==> src/rtl/rv_pkg.sv <==
//------------------------------------------------------------------------------
// Module  : rv_pkg
// Brief   : Shared RISC-V pipeline types and constants for the fetch path.
// Revision: 1.0 - initial release
//------------------------------------------------------------------------------
`default_nettype none

package rv_pkg;

    localparam int          XLEN   = 32;
    localparam logic [31:0] RV_NOP = 32'h0000_0013;

    typedef enum logic [1:0] {
        WAIT  = 2'd0,
        FETCH = 2'd1,
        HALT  = 2'd2
    } fetch_state_t;

endpackage

`default_nettype wire

==> src/rtl/if_id_reg.sv <==
//------------------------------------------------------------------------------
// Module  : if_id_reg
// Brief   : Pipeline payload register with load, flush and hold.
// Revision: 1.0 - initial release
//------------------------------------------------------------------------------
`default_nettype none

module if_id_reg
    import rv_pkg::*;
(
    input  logic            clk,
    input  logic            rst,
    input  logic            load_i,
    input  logic            flush_i,
    input  logic [XLEN-1:0] instr_i,
    input  logic [XLEN-1:0] pc_i,
    output logic            valid_o,
    output logic [XLEN-1:0] instr_o,
    output logic [XLEN-1:0] pc_o
);

    logic            valid_q;
    logic [XLEN-1:0] instr_q;
    logic [XLEN-1:0] pc_q;

    // Flush only invalidates; the stale payload is never observed while valid is low.
    always_ff @(posedge clk or posedge rst) begin
        if (rst) begin
            valid_q <= 1'b0;
            instr_q <= RV_NOP;
            pc_q    <= '0;
        end else if (flush_i) begin
            valid_q <= 1'b0;
        end else if (load_i) begin
            valid_q <= 1'b1;
            instr_q <= instr_i;
            pc_q    <= pc_i;
        end
    end

    assign valid_o = valid_q;
    assign instr_o = instr_q;
    assign pc_o    = pc_q;

endmodule

`default_nettype wire

==> src/rtl/if_fetch_stage.sv <==
//------------------------------------------------------------------------------
// Module  : if_fetch_stage
// Brief   : PC register, fetch FSM and next-PC mux feeding the IF/ID register.
//           Optional macro FETCH_ALIGN_CHECK_EN traps misaligned redirects.
// Revision: 1.0 - initial release
//------------------------------------------------------------------------------
`default_nettype none

module if_fetch_stage
    import rv_pkg::*;
#(
    parameter logic [31:0] RESET_PC  = 32'h0000_0000,
    parameter int unsigned MEM_BYTES = 32
)
(
    input  logic        clk,
    input  logic        reset,
    output logic [31:0] imem_pc,
    input  logic [31:0] imem_instr,
    input  logic        redirect_valid,
    input  logic [31:0] redirect_pc,
    input  logic        id_ready,
    output logic        id_valid,
    output logic [31:0] id_instr,
    output logic [31:0] id_pc,
    output logic        halted
`ifdef FETCH_ALIGN_CHECK_EN
    ,
    output logic        fetch_exc
`endif
);

    localparam logic [XLEN-1:0] LAST_PC = XLEN'(MEM_BYTES - 32'd4);

    fetch_state_t    state_q, state_d;
    logic [XLEN-1:0] pc_q, pc_d;
    logic            halted_q, halted_d;
    logic            load, flush;
    logic            adv;
`ifdef FETCH_ALIGN_CHECK_EN
    logic            exc_q, exc_d;
`endif

    assign adv = !id_valid || id_ready;

    always_ff @(posedge clk or posedge reset) begin
        if (reset) begin
            state_q  <= WAIT;
            pc_q     <= RESET_PC;
            halted_q <= 1'b0;
`ifdef FETCH_ALIGN_CHECK_EN
            exc_q    <= 1'b0;
`endif
        end else begin
            state_q  <= state_d;
            pc_q     <= pc_d;
            halted_q <= halted_d;
`ifdef FETCH_ALIGN_CHECK_EN
            exc_q    <= exc_d;
`endif
        end
    end

    always_comb begin
        state_d  = state_q;
        pc_d     = pc_q;
        halted_d = halted_q;
        load     = 1'b0;
        flush    = 1'b0;
`ifdef FETCH_ALIGN_CHECK_EN
        exc_d    = exc_q;
`endif
        // Redirect wins over everything, including a capture in the same cycle.
        if (redirect_valid) begin
            flush = 1'b1;
`ifdef FETCH_ALIGN_CHECK_EN
            if (redirect_pc[1:0] != 2'b00) begin
                exc_d    = 1'b1;
                halted_d = 1'b1;
                state_d  = HALT;
            end else
`endif
            begin
                pc_d     = redirect_pc & ~32'h3;
                halted_d = 1'b0;
                state_d  = FETCH;
`ifdef FETCH_ALIGN_CHECK_EN
                exc_d    = 1'b0;
`endif
            end
        end else begin
            case (state_q)
                WAIT:  state_d = FETCH;
                FETCH: begin
                    if (adv) begin
                        if (pc_q <= LAST_PC) begin
                            load = 1'b1;
                            pc_d = pc_q + 32'd4;
                        end else begin
                            flush    = 1'b1;
                            halted_d = 1'b1;
                            state_d  = HALT;
                        end
                    end
                end
                HALT:    state_d = HALT;
                default: state_d = WAIT;
            endcase
        end
    end

    if_id_reg u_if_id_reg (
        .clk     (clk),
        .rst     (reset),
        .load_i  (load),
        .flush_i (flush),
        .instr_i (imem_instr),
        .pc_i    (pc_q),
        .valid_o (id_valid),
        .instr_o (id_instr),
        .pc_o    (id_pc)
    );

    assign imem_pc = pc_q;
    assign halted  = halted_q;
`ifdef FETCH_ALIGN_CHECK_EN
    assign fetch_exc = exc_q;
`endif

endmodule

`default_nettype wire

==> config.mk <==
export PLATFORM = sky130hd
export DESIGN_NAME = if_fetch_stage
export DESIGN_NICKNAME = d
export VERILOG_FILES = /design/src/rtl/rv_pkg.sv /design/src/rtl/if_id_reg.sv /design/src/rtl/if_fetch_stage.sv
export SDC_FILE = /design/constraint.sdc
export NUM_CORES = 1
export LEC_CHECK = 0
export ABC_AREA = 1
export CAP_MARGIN = 20
export CELL_PAD_IN_SITES_DETAIL_PLACEMENT = 1
export CELL_PAD_IN_SITES_GLOBAL_PLACEMENT = 1
export CORE_AREA = 2 2 131 107
export DETAILED_ROUTE_END_ITERATION = 8
export DIE_AREA = 0 0 133 109
export PLACE_DENSITY_LB_ADDON = 0.15
export SKIP_CTS_REPAIR_TIMING = 1
export SYNTH_ARGS = -nofsm -noshare
export SYNTH_HDL_FRONTEND = slang
export SYNTH_SLANG_ARGS = --single-unit
export TNS_END_PERCENT = 50
==> constraint.sdc <==
create_clock -name clk -period 4.56 [get_ports clk]
set_clock_uncertainty 0.1 [all_clocks]
set_input_delay 0.912 -clock clk [delete_from_list [all_inputs] [get_ports clk]]
set_output_delay 0.912 -clock clk [all_outputs]
set_load 0.01 [all_outputs]
==> results of run 1 <==
-- power breakdown --
part           internal [mW]  switching, mW  leakage, nW
Sequential             0.880         0.0251         1.26
Clock                  0.587          0.321        0.171
Combinational          0.123          0.100         1.57
-- layer usage --
| metal | share of wire | up-vias | track usage |
|---|---|---|---|
| li1 | - | 1613 | - |
| met1 | 0.42 | 1626 | 0.181 |
| met2 | 0.49 | 89 | 0.271 |
| met3 | 0.080 | 9 | 0.0665 |
| met4 | 0.011 | 0 | 0.0438 |
| met5 | 0 | - | 0 |
-- metrics by stage --
stage	worst slack (ps)	cells	util	power (mW)
after CTS	1660	775	0.452	2.07
after global routing	2080	776	0.454	2.12
final	2130	776	0.454	2.04
after floorplan	1050	440	-	1.01
after detailed placement	1310	760	0.425	1.15
after global placement	1470	760	0.425	1.14
-- Yosys cell counts --
master	instances	area share
buf_6	4	0.012
nor2_1	33	0.032
nor2_4	1	0.0029
o21ai_0	15	0.019
dfrtp_1	93	0.60
nand3_1	28	0.036
nand2_1	130	0.13
buf_4	4	0.0077
conb_1	1	0.00096
dfstp_2	3	0.020
nand4_1	1	0.0016
o21ai_1	25	0.032
a21oi_1	1	0.0013
inv_1	64	0.062
buf_1	2	0.0019
inv_2	9	0.0087
o21ai_2	2	0.0045
buf_2	8	0.010
xnor2_1	1	0.0023
or2_2	1	0.0016
clkinv_1	1	0.00096
xor2_1	1	0.0023
ha_1	3	0.0096
nand3_2	1	0.0026
clkbuf_1	5	0.0048
-- kinds of logic after synthesis --
group,share of synthesized area
flip-flops,0.618
AO/OA/AOI/OAI,0.0572
buffers and inverters,0.108
XOR/XNOR,0.00450
other,0.000963
adder cells (fa/ha/maj),0.00964
AND/OR/NAND/NOR,0.202
-- cell type report --
class,count,area share
clock inverter,6,0.0220
sequential,96,0.400
timing repair buffer,164,0.276
inverter,74,0.0466
clock buffer,9,0.0374
tap,180,0.0374
multi-input combinational,247,0.180
-- sequential cells by signal, indices dropped and copies added (netlist names) --
signal               flops
u_if_id_reg.instr_o     32
state_q                  2
halted                   1
u_if_id_reg.valid_o      1
u_if_id_reg.pc_o        30
imem_pc                 30
-- how the worst min path moves through the flow --
| stage | from | endpoint | slack (ps) | cells after the start |
|---|---|---|---|---|
| after global placement | u_if_id_reg.pc_o[5] | u_if_id_reg.pc_o[5] | 350 | 2 |
| after floorplan | state_q[1] | state_q[1] | 340 | 2 |
| after detailed placement | u_if_id_reg.pc_o[27] | u_if_id_reg.pc_o[27] | 350 | 2 |
| after CTS | u_if_id_reg.pc_o[27] | u_if_id_reg.pc_o[27] | 370 | 2 |
| final | u_if_id_reg.pc_o[9] | u_if_id_reg.pc_o[9] | 370 | 2 |
| after global routing | u_if_id_reg.instr_o[4] | u_if_id_reg.instr_o[4] | 390 | 2 |
==> impl_metrics.csv, run 1 <==
group,metric,value,unit
outcome,status,"completed",
worst_setup_path,cp.depth,1,
sta,slew_headroom,0.626,
clock_tree,root_buffer,"clkbuf_16",
detailed_routing,dr.pass1.iters,4,
place,dpl.hpwl,7.78,mm
synth,ys_warn_count,0,
sta,finalSetupViolations,0,
worst_setup_path,worstReg2RegStart,"imem_pc[23]",
layout,seqCellArea,0.00241,mm2
clock_tree,h-tree-depth,3,
sta,finalSetupTns,0,ps
global_routing,antenna_found_initial,0,
worst_setup_path,endpoint,"id_instr[1]",
global_routing,grt_pass1_wl,17.6,mm
die,die_area,0.0145,mm2
global_routing,grt_overflow_total,0,
detailed_routing,vias_per_cell,4.30,
power_and_ir_drop,ir_drop,0.000256,V
flow_run,max_cap_violations,0,
global_routing,grt_start_max_net_pins,98,
worst_setup_path,critical_path.max_fanout,2,
die,rows,38,
detailed_routing,vias,3337,
clock_tree,clk_path_buf_depth,2,
layout,num_antenna_cells,0,
worst_setup_path,worst_r2r_path_depth,9,
worst_setup_path,critPathCaptureType,"output pin",
die,core_area,0.0133,mm2
worst_setup_path,critPathTopFamily,"buffers and inverters",
sta,slew_viol_final,0,
sta,final_hold_viol_count,0,
clock_tree,cts_buffers,9,
place,placed_area,0.00563,mm2
layout,design_area,0.00602,mm2
worst_setup_path,r2r_slack,2610,ps
clock_tree,insertion_delay,340,ps
place,gp_congestion,0.701,
die,die_y,109,um
layout,drive_above_1_share,0.0638,
synth,syn_area,0.00389,mm2
clock_tree,cts_tree,"yes",
layout,fin_nets,663,
sta,worst-slew-pin-transition,561,ps
worst_setup_path,path_cells,"clkdlybuf4s50_1",
clock_tree,cts_num_sinks,96,
min_path,min_path_type,"reg -> reg",
worst_setup_path,cp-start-kind,"register",
die,ioPinCount,166,
detailed_routing,route.detailed.drc,0,
layout,layout_commonest_cell,"clkdlybuf4s50_1",
synth,ys_ff_latch,96,
detailed_routing,wl_per_cell,14.1,um
layout,final_cell_mix,"159 x clkdlybuf4s50_1, 130 x nand2_1, 93 x dfrtp_1",
detailed_routing,wl,10.9,mm
worst_setup_path,path_class,"reg -> out",
global_routing,track_usage,0.157,
worst_setup_path,crit_buf_inv,1,
synth,yosysUniqueCellTypes,25,
layout,area_growth,54.6,%
layout,multi_input_area,0.00109,mm2
worst_setup_path,setup.worst_path.start,"u_if_id_reg.instr_o[1]",
die,start_util,0.293,
sta,max_freq,411,MHz
power_and_ir_drop,p_leak,3.00,nW
worst_setup_path,slowest_delay,550,ps
sta,period_share,0.533,
sta,hold_slack,367,ps
worst_setup_path,r2r-end,"u_if_id_reg.pc_o[4]",
place,numPortBuffers,159,
global_routing,grt_pass1_vias,3539,
sta,min_period,2430,ps
synth,syn_area_per_cell,8.91,um2
worst_setup_path,arrival,1420,ps
synth,seq_area_frac_synth,0.618,
power_and_ir_drop,powerDensity,338,mW/mm2
die,die_w,133,um
worst_setup_path,crit_slowest_cell,"clkdlybuf4s50_1",
detailed_routing,drt-initial-drc-count,110,
layout,num-fill-cells,1489,
detailed_routing,postRouteAntennaNets,0,
sta,rsz0062_at_grt,"no",
clock_tree,clkTransAtPathRegs,60,ps
worst_setup_path,cp.required,3550,ps
synth,syn_inst,437,
No activity file was read; power rests on OpenSTA's default activity.
==> inputs of run 2 (changes only) <==
==> constraint.sdc (replaced) <==
create_clock -name clk -period 2.46 [get_ports clk]
set_clock_uncertainty 0.1 [all_clocks]
set_input_delay 0.492 -clock clk [delete_from_list [all_inputs] [get_ports clk]]
set_output_delay 0.492 -clock clk [all_outputs]
set_load 0.01 [all_outputs]
==> run 2 against run 1 <==
  * Combinational power rose by 86%
  * Critical endpoint unchanged
  * Sequential share of layout area rose by 0.083 points
  * Highest routed layer unchanged
  * Routed wire length fell by 3.4%
  * Worst setup slack got worse by 1700 ps
  * Non-clock buffer count rose by 4
  * Die area did not move
==> impl_metrics.csv, run 2 (synthesized netlist as in run 1, its figures left out) <==
group,metric,value,unit
power_and_ir_drop,swShare,0.234,
worst_setup_path,arrival,1420,ps
layout,num-fill-cells,1511,
clock_tree,cts_buffers,9,
detailed_routing,wl_per_cell,13.5,um
sta,min_period,2010,ps
layout,final_cell_mix,"159 x clkdlybuf4s50_1, 130 x nand2_1, 93 x dfrtp_1",
layout,drive_above_1_share,0.0715,
die,rows,38,
place,gp_congestion,0.695,
clock_tree,insertion_delay,350,ps
global_routing,grt_pass1_vias,3417,
worst_setup_path,r2r_slack,660,ps
detailed_routing,postRouteAntennaNets,0,
global_routing,grt_pass1_wl,16.9,mm
power_and_ir_drop,powerDensity,598,mW/mm2
worst_setup_path,critical_path.max_fanout,2,
layout,largest_reg_flops,32,
power_and_ir_drop,p_total,3.59,mW
place,dp_slack,384,ps
sta,worst-slew-pin-transition,524,ps
sta,rsz0062_at_grt,"no",
worst_setup_path,slowest_delay,550,ps
die,die_y,109,um
clock_tree,clkTransAtPathRegs,70,ps
power_and_ir_drop,ir_drop,0.000393,V
layout,area_growth,54.3,%
layout,seqCellArea,0.00241,mm2
sta,finalSetupTns,0,ps
worst_setup_path,cp.required,1870,ps
worst_setup_path,crit_buf_inv,1,
global_routing,antenna_found_initial,0,
sta,postLayoutSetupSlackWorst,451,ps
place,dpl.hpwl,7.67,mm
sta,final_hold_viol_count,0,
worst_setup_path,critPathTopFamily,"buffers and inverters",
worst_setup_path,r2r-end,"u_if_id_reg.instr_o[2]",
place,placed_area,0.00568,mm2
detailed_routing,route.detailed.drc,0,
power_and_ir_drop,internal_power,2.75,mW
clock_tree,cts_num_sinks,96,
sta,finalSetupViolations,0,
global_routing,track_usage,0.149,
die,ioPinCount,166,
worst_setup_path,endpoint,"id_instr[1]",
clock_tree,cts_tree,"yes",
layout,fin_cells,781,
die,start_util,0.293,
die,die_w,133,um
worst_setup_path,cp.depth,1,
min_path,min_path_type,"reg -> reg",
worst_setup_path,crit_slowest_cell,"clkdlybuf4s50_1",
layout,fin_nets,667,
die,core_area,0.0133,mm2
power_and_ir_drop,pwr-share-comb,0.115,
power_and_ir_drop,pwr-share-seq,0.467,
layout,design_area,0.00600,mm2
layout,multi_input_area,0.00109,mm2
worst_setup_path,path_class,"reg -> out",
worst_setup_path,worst_r2r_path_depth,9,
layout,num_antenna_cells,0,
place,dp_cells,765,
global_routing,grt_start_max_net_pins,97,
power_and_ir_drop,power_frac_clock,0.418,
power_and_ir_drop,p_leak,2.99,nW
worst_setup_path,worstReg2RegStart,"imem_pc[23]",
sta,slew_viol_final,0,
clock_tree,h-tree-depth,3,
detailed_routing,vias,3267,
global_routing,grt_overflow_total,0,
layout,layout_commonest_cell,"clkdlybuf4s50_1",
worst_setup_path,path_cells,"clkdlybuf4s50_1",
worst_setup_path,setup.worst_path.start,"u_if_id_reg.instr_o[1]",
sta,slew_headroom,0.651,
sta,period_share,0.817,
clock_tree,clk_path_buf_depth,2,
min_path,hold_depth,2,
worst_setup_path,cp-start-kind,"register",
flow_run,max_cap_violations,0,
outcome,status,"completed",
clock_tree,root_buffer,"clkbuf_16",
detailed_routing,dr.pass1.iters,4,
power_and_ir_drop,p_sw,839,uW
die,die_area,0.0145,mm2
sta,max_freq,498,MHz
detailed_routing,wl,10.5,mm
detailed_routing,drt-initial-drc-count,85,
worst_setup_path,critPathCaptureType,"output pin",
detailed_routing,vias_per_cell,4.18,
place,numPortBuffers,159,
## run 2: final cells by class
class | count | area share
flip-flops and latches | 96 | 0.401
repair buffers | 168 | 0.280
multi-input cells | 247 | 0.181
inverters | 74 | 0.0469
clock buffers | 9 | 0.0375
well taps | 180 | 0.0375
clock inverters | 7 | 0.0160
## run 2: worst min-delay path by stage
stage | from | slack, ps | end
floorplan | state_q[1] | 340 | state_q[1]
global placement | u_if_id_reg.pc_o[9] | 350 | u_if_id_reg.pc_o[9]
detailed placement | u_if_id_reg.pc_o[28] | 360 | u_if_id_reg.pc_o[28]
CTS | u_if_id_reg.pc_o[28] | 380 | u_if_id_reg.pc_o[28]
global route | u_if_id_reg.pc_o[31] | 390 | u_if_id_reg.pc_o[31]
finish | u_if_id_reg.pc_o[28] | 370 | u_if_id_reg.pc_o[28]
## run 2: stage by stage
stage / utilization / hold slack [ps]
detailed placement: 0.428 / 357
finish: 0.453 / 370
floorplan: - / 342
global placement: 0.428 / 349
CTS: 0.453 / 375
global route: 0.453 / 394
## run 2: power groups by stage
stage | logic [mW] | registers (mW) | clock network (mW)
after floorplan | 0.147 | 1.72 | 0
after global placement | 0.413 | 1.70 | 0
after detailed placement | 0.423 | 1.71 | 0
after CTS | 0.425 | 1.68 | 1.57
after global routing | 0.458 | 1.68 | 1.62
final | 0.414 | 1.68 | 1.50
## run 2: metal layers
layer	wire length [um]	up-vias	share of wire	global-route usage
met2	4900	91	0.47	0.246
met5	0	-	0	0
met3	895	10	0.085	0.0665
li1	-	1620	-	-
met4	119	0	0.011	0.0461
met1	4620	1546	0.44	0.177
## run 2: worst reg2reg max path, cell delays in order (launching register included)
cell,delay [ps]
dfrtp_1,400
nor2_1,110
nand2_1,50
nor2_1,100
nand2_1,130
nor2_4,200
nand3_4,130
buf_4,260
nand2_1,120
o21ai_0,70
==> inputs of run 3 (changes only) <==
--- a/config.mk
+++ b/config.mk
@@ -9,9 +9,9 @@
 export CAP_MARGIN = 20
 export CELL_PAD_IN_SITES_DETAIL_PLACEMENT = 1
 export CELL_PAD_IN_SITES_GLOBAL_PLACEMENT = 1
-export CORE_AREA = 2 2 131 107
+export CORE_AREA = 2 2 138 113
 export DETAILED_ROUTE_END_ITERATION = 8
-export DIE_AREA = 0 0 133 109
+export DIE_AREA = 0 0 140 115
 export PLACE_DENSITY_LB_ADDON = 0.15
 export SKIP_CTS_REPAIR_TIMING = 1
 export SYNTH_ARGS = -nofsm -noshare
==> constraint.sdc (replaced) <==
create_clock -name clk -period 1.7 [get_ports clk]
set_clock_uncertainty 0.1 [all_clocks]
set_input_delay 0.34 -clock clk [delete_from_list [all_inputs] [get_ports clk]]
set_output_delay 0.34 -clock clk [all_outputs]
set_load 0.01 [all_outputs]
==> run 3 against run 2 <==
  * Highest routed layer unchanged
  * The flow now finishes with violations (design-rule violations, negative setup slack)
  * Hold slack worse by 180 ps
  * Cell count up 5.2%
  * Sequential cell count unchanged
  * Largest power group unchanged
==> impl_metrics.csv, run 3 (synthesized netlist as in run 1, its figures left out) <==
group,metric,value,unit
sta,rsz0062_at_grt,"yes",
layout,fin_cells,822,
power_and_ir_drop,powerDensity,784,mW/mm2
detailed_routing,drt-initial-drc-count,102,
die,die_w,140,um
flow_run,max_cap_violations,0,
layout,final_cell_mix,"124 x nand2_1, 93 x dfrtp_1, 85 x dlymetal6s2s_1",
outcome,violations,"design-rule violations, negative setup slack",
place,numPortBuffers,159,
detailed_routing,wl_per_cell,14.2,um
sta,finalSetupViolations,21,
sta,min_period,1720,ps
clock_tree,cts_tree,"yes",
power_and_ir_drop,power_frac_clock,0.408,
detailed_routing,vias_per_cell,4.14,
global_routing,grt_start_max_net_pins,53,
sta,final_hold_viol_count,0,
power_and_ir_drop,p_leak,4.57,nW
die,ioPinCount,166,
clock_tree,insertion_delay,340,ps
layout,final_util,0.450,
worst_setup_path,cp.required,1820,ps
layout,fin_nets,699,
clock_tree,root_buffer,"clkbuf_16",
layout,largest_reg_flops,32,
layout,area_growth,70.8,%
min_path,min_path_type,"in -> async",
place,gp_congestion,0.729,
power_and_ir_drop,swShare,0.239,
sta,slew_viol_final,0,
layout,num_antenna_cells,0,
sta,period_share,1.01,
clock_tree,clkTransAtPathRegs,70,ps
die,die_area,0.0161,mm2
place,dpl.hpwl,8.15,mm
global_routing,grt_pass1_vias,3576,
global_routing,antenna_found_initial,0,
global_routing,grt_pass1_wl,18.0,mm
sta,postLayoutSetupSlackWorst,-16.7,ps
detailed_routing,postRouteAntennaNets,0,
power_and_ir_drop,internal_power,3.97,mW
die,die_y,115,um
die,core_area,0.0148,mm2
layout,drive_above_1_share,0.141,
detailed_routing,route.detailed.drc,8,
die,rows,40,
clock_tree,clk_path_buf_depth,2,
worst_setup_path,path_class,"reg -> reg",
power_and_ir_drop,p_total,5.21,mW
detailed_routing,dr.pass1.iters,6,
worst_setup_path,setup.worst_path.start,"imem_pc[18]",
clock_tree,cts_buffers,9,
worst_setup_path,cp-start-kind,"register",
global_routing,track_usage,0.141,
detailed_routing,vias,3402,
global_routing,grt_overflow_total,0,
sta,max_freq,583,MHz
power_and_ir_drop,pwr-share-comb,0.130,
place,dp_cells,798,
worst_setup_path,arrival,1830,ps
worst_setup_path,critical_path.max_fanout,23,
worst_setup_path,worstReg2RegStart,"imem_pc[18]",
clock_tree,h-tree-depth,3,
worst_setup_path,critPathCaptureType,"register",
power_and_ir_drop,pwr-share-seq,0.462,
power_and_ir_drop,ir_drop,0.000443,V
clock_tree,cts_num_sinks,96,
outcome,status,"complete, but fails checks",
power_and_ir_drop,p_sw,1.25,mW
layout,layout_commonest_cell,"nand2_1",
die,start_util,0.264,
detailed_routing,wl,11.7,mm
## run 3: cell type report
type,count,area (um2)
Fill cell,1649,8110
Sequential cell,96,2410
Timing Repair Buffer,200,2280
Multi-Input combinational cell,247,1130
Inverter,74,282
Clock buffer,11,253
Tap cell,189,236
Clock inverter,5,63.8
## run 3: stage by stage
step                hold slack, ps  worst slack, ps  setup TNS, ps  instance area, um2
global route                   188             -118          -6920                6650
global placement               350             -129          -5330                5920
floorplan                      338              128              0                3910
detailed placement             357             -134          -5510                5920
finish                         191            -16.7           -128                6650
CTS                            182             -168          -4340                6240
## run 3: critical path: stages (launching register included)
cell	delay, ps
dfrtp_1	400
nor2_1	110
nand2_1	80
nor2_2	130
nand2_2	90
nor2_4	150
nand3_4	80
buf_12	160
buf_12	160
nand2_1	60
o21ai_1	60
## run 3: path summary, 6_finish.rpt
path | end | slack (ps) | cells past startpoint
max | u_if_id_reg.instr_o[31] | -20 | 10
min | u_if_id_reg.pc_o[22] | 190 | 2
max reg2reg | u_if_id_reg.instr_o[31] | -20 | 10
min reg2reg | u_if_id_reg.pc_o[16] | 360 | 2
max in group asynchronous | u_if_id_reg.instr_o[23] | 770 | 3
min in group clk | u_if_id_reg.pc_o[16] | 360 | 2
## run 3: power by group through the flow
stage | Sequential, mW | Combinational, mW | Clock [mW]
after floorplan | 2.49 | 0.213 | 0
after global placement | 2.45 | 0.690 | 0
after detailed placement | 2.46 | 0.703 | 0
after CTS | 2.41 | 0.706 | 2.21
after global routing | 2.42 | 0.756 | 2.31
final | 2.41 | 0.678 | 2.12
## run 3: per-layer routing
metal  wire length, um  share of wire  vias to the layer above  GRT usage
met5                 0              0                        -          0
met4                64         0.0055                        0     0.0303
met3               737          0.063                        6     0.0521
met2              5550           0.47                       86      0.231
met1              5360           0.46                     1620      0.182
li1                  -              -                     1690          -
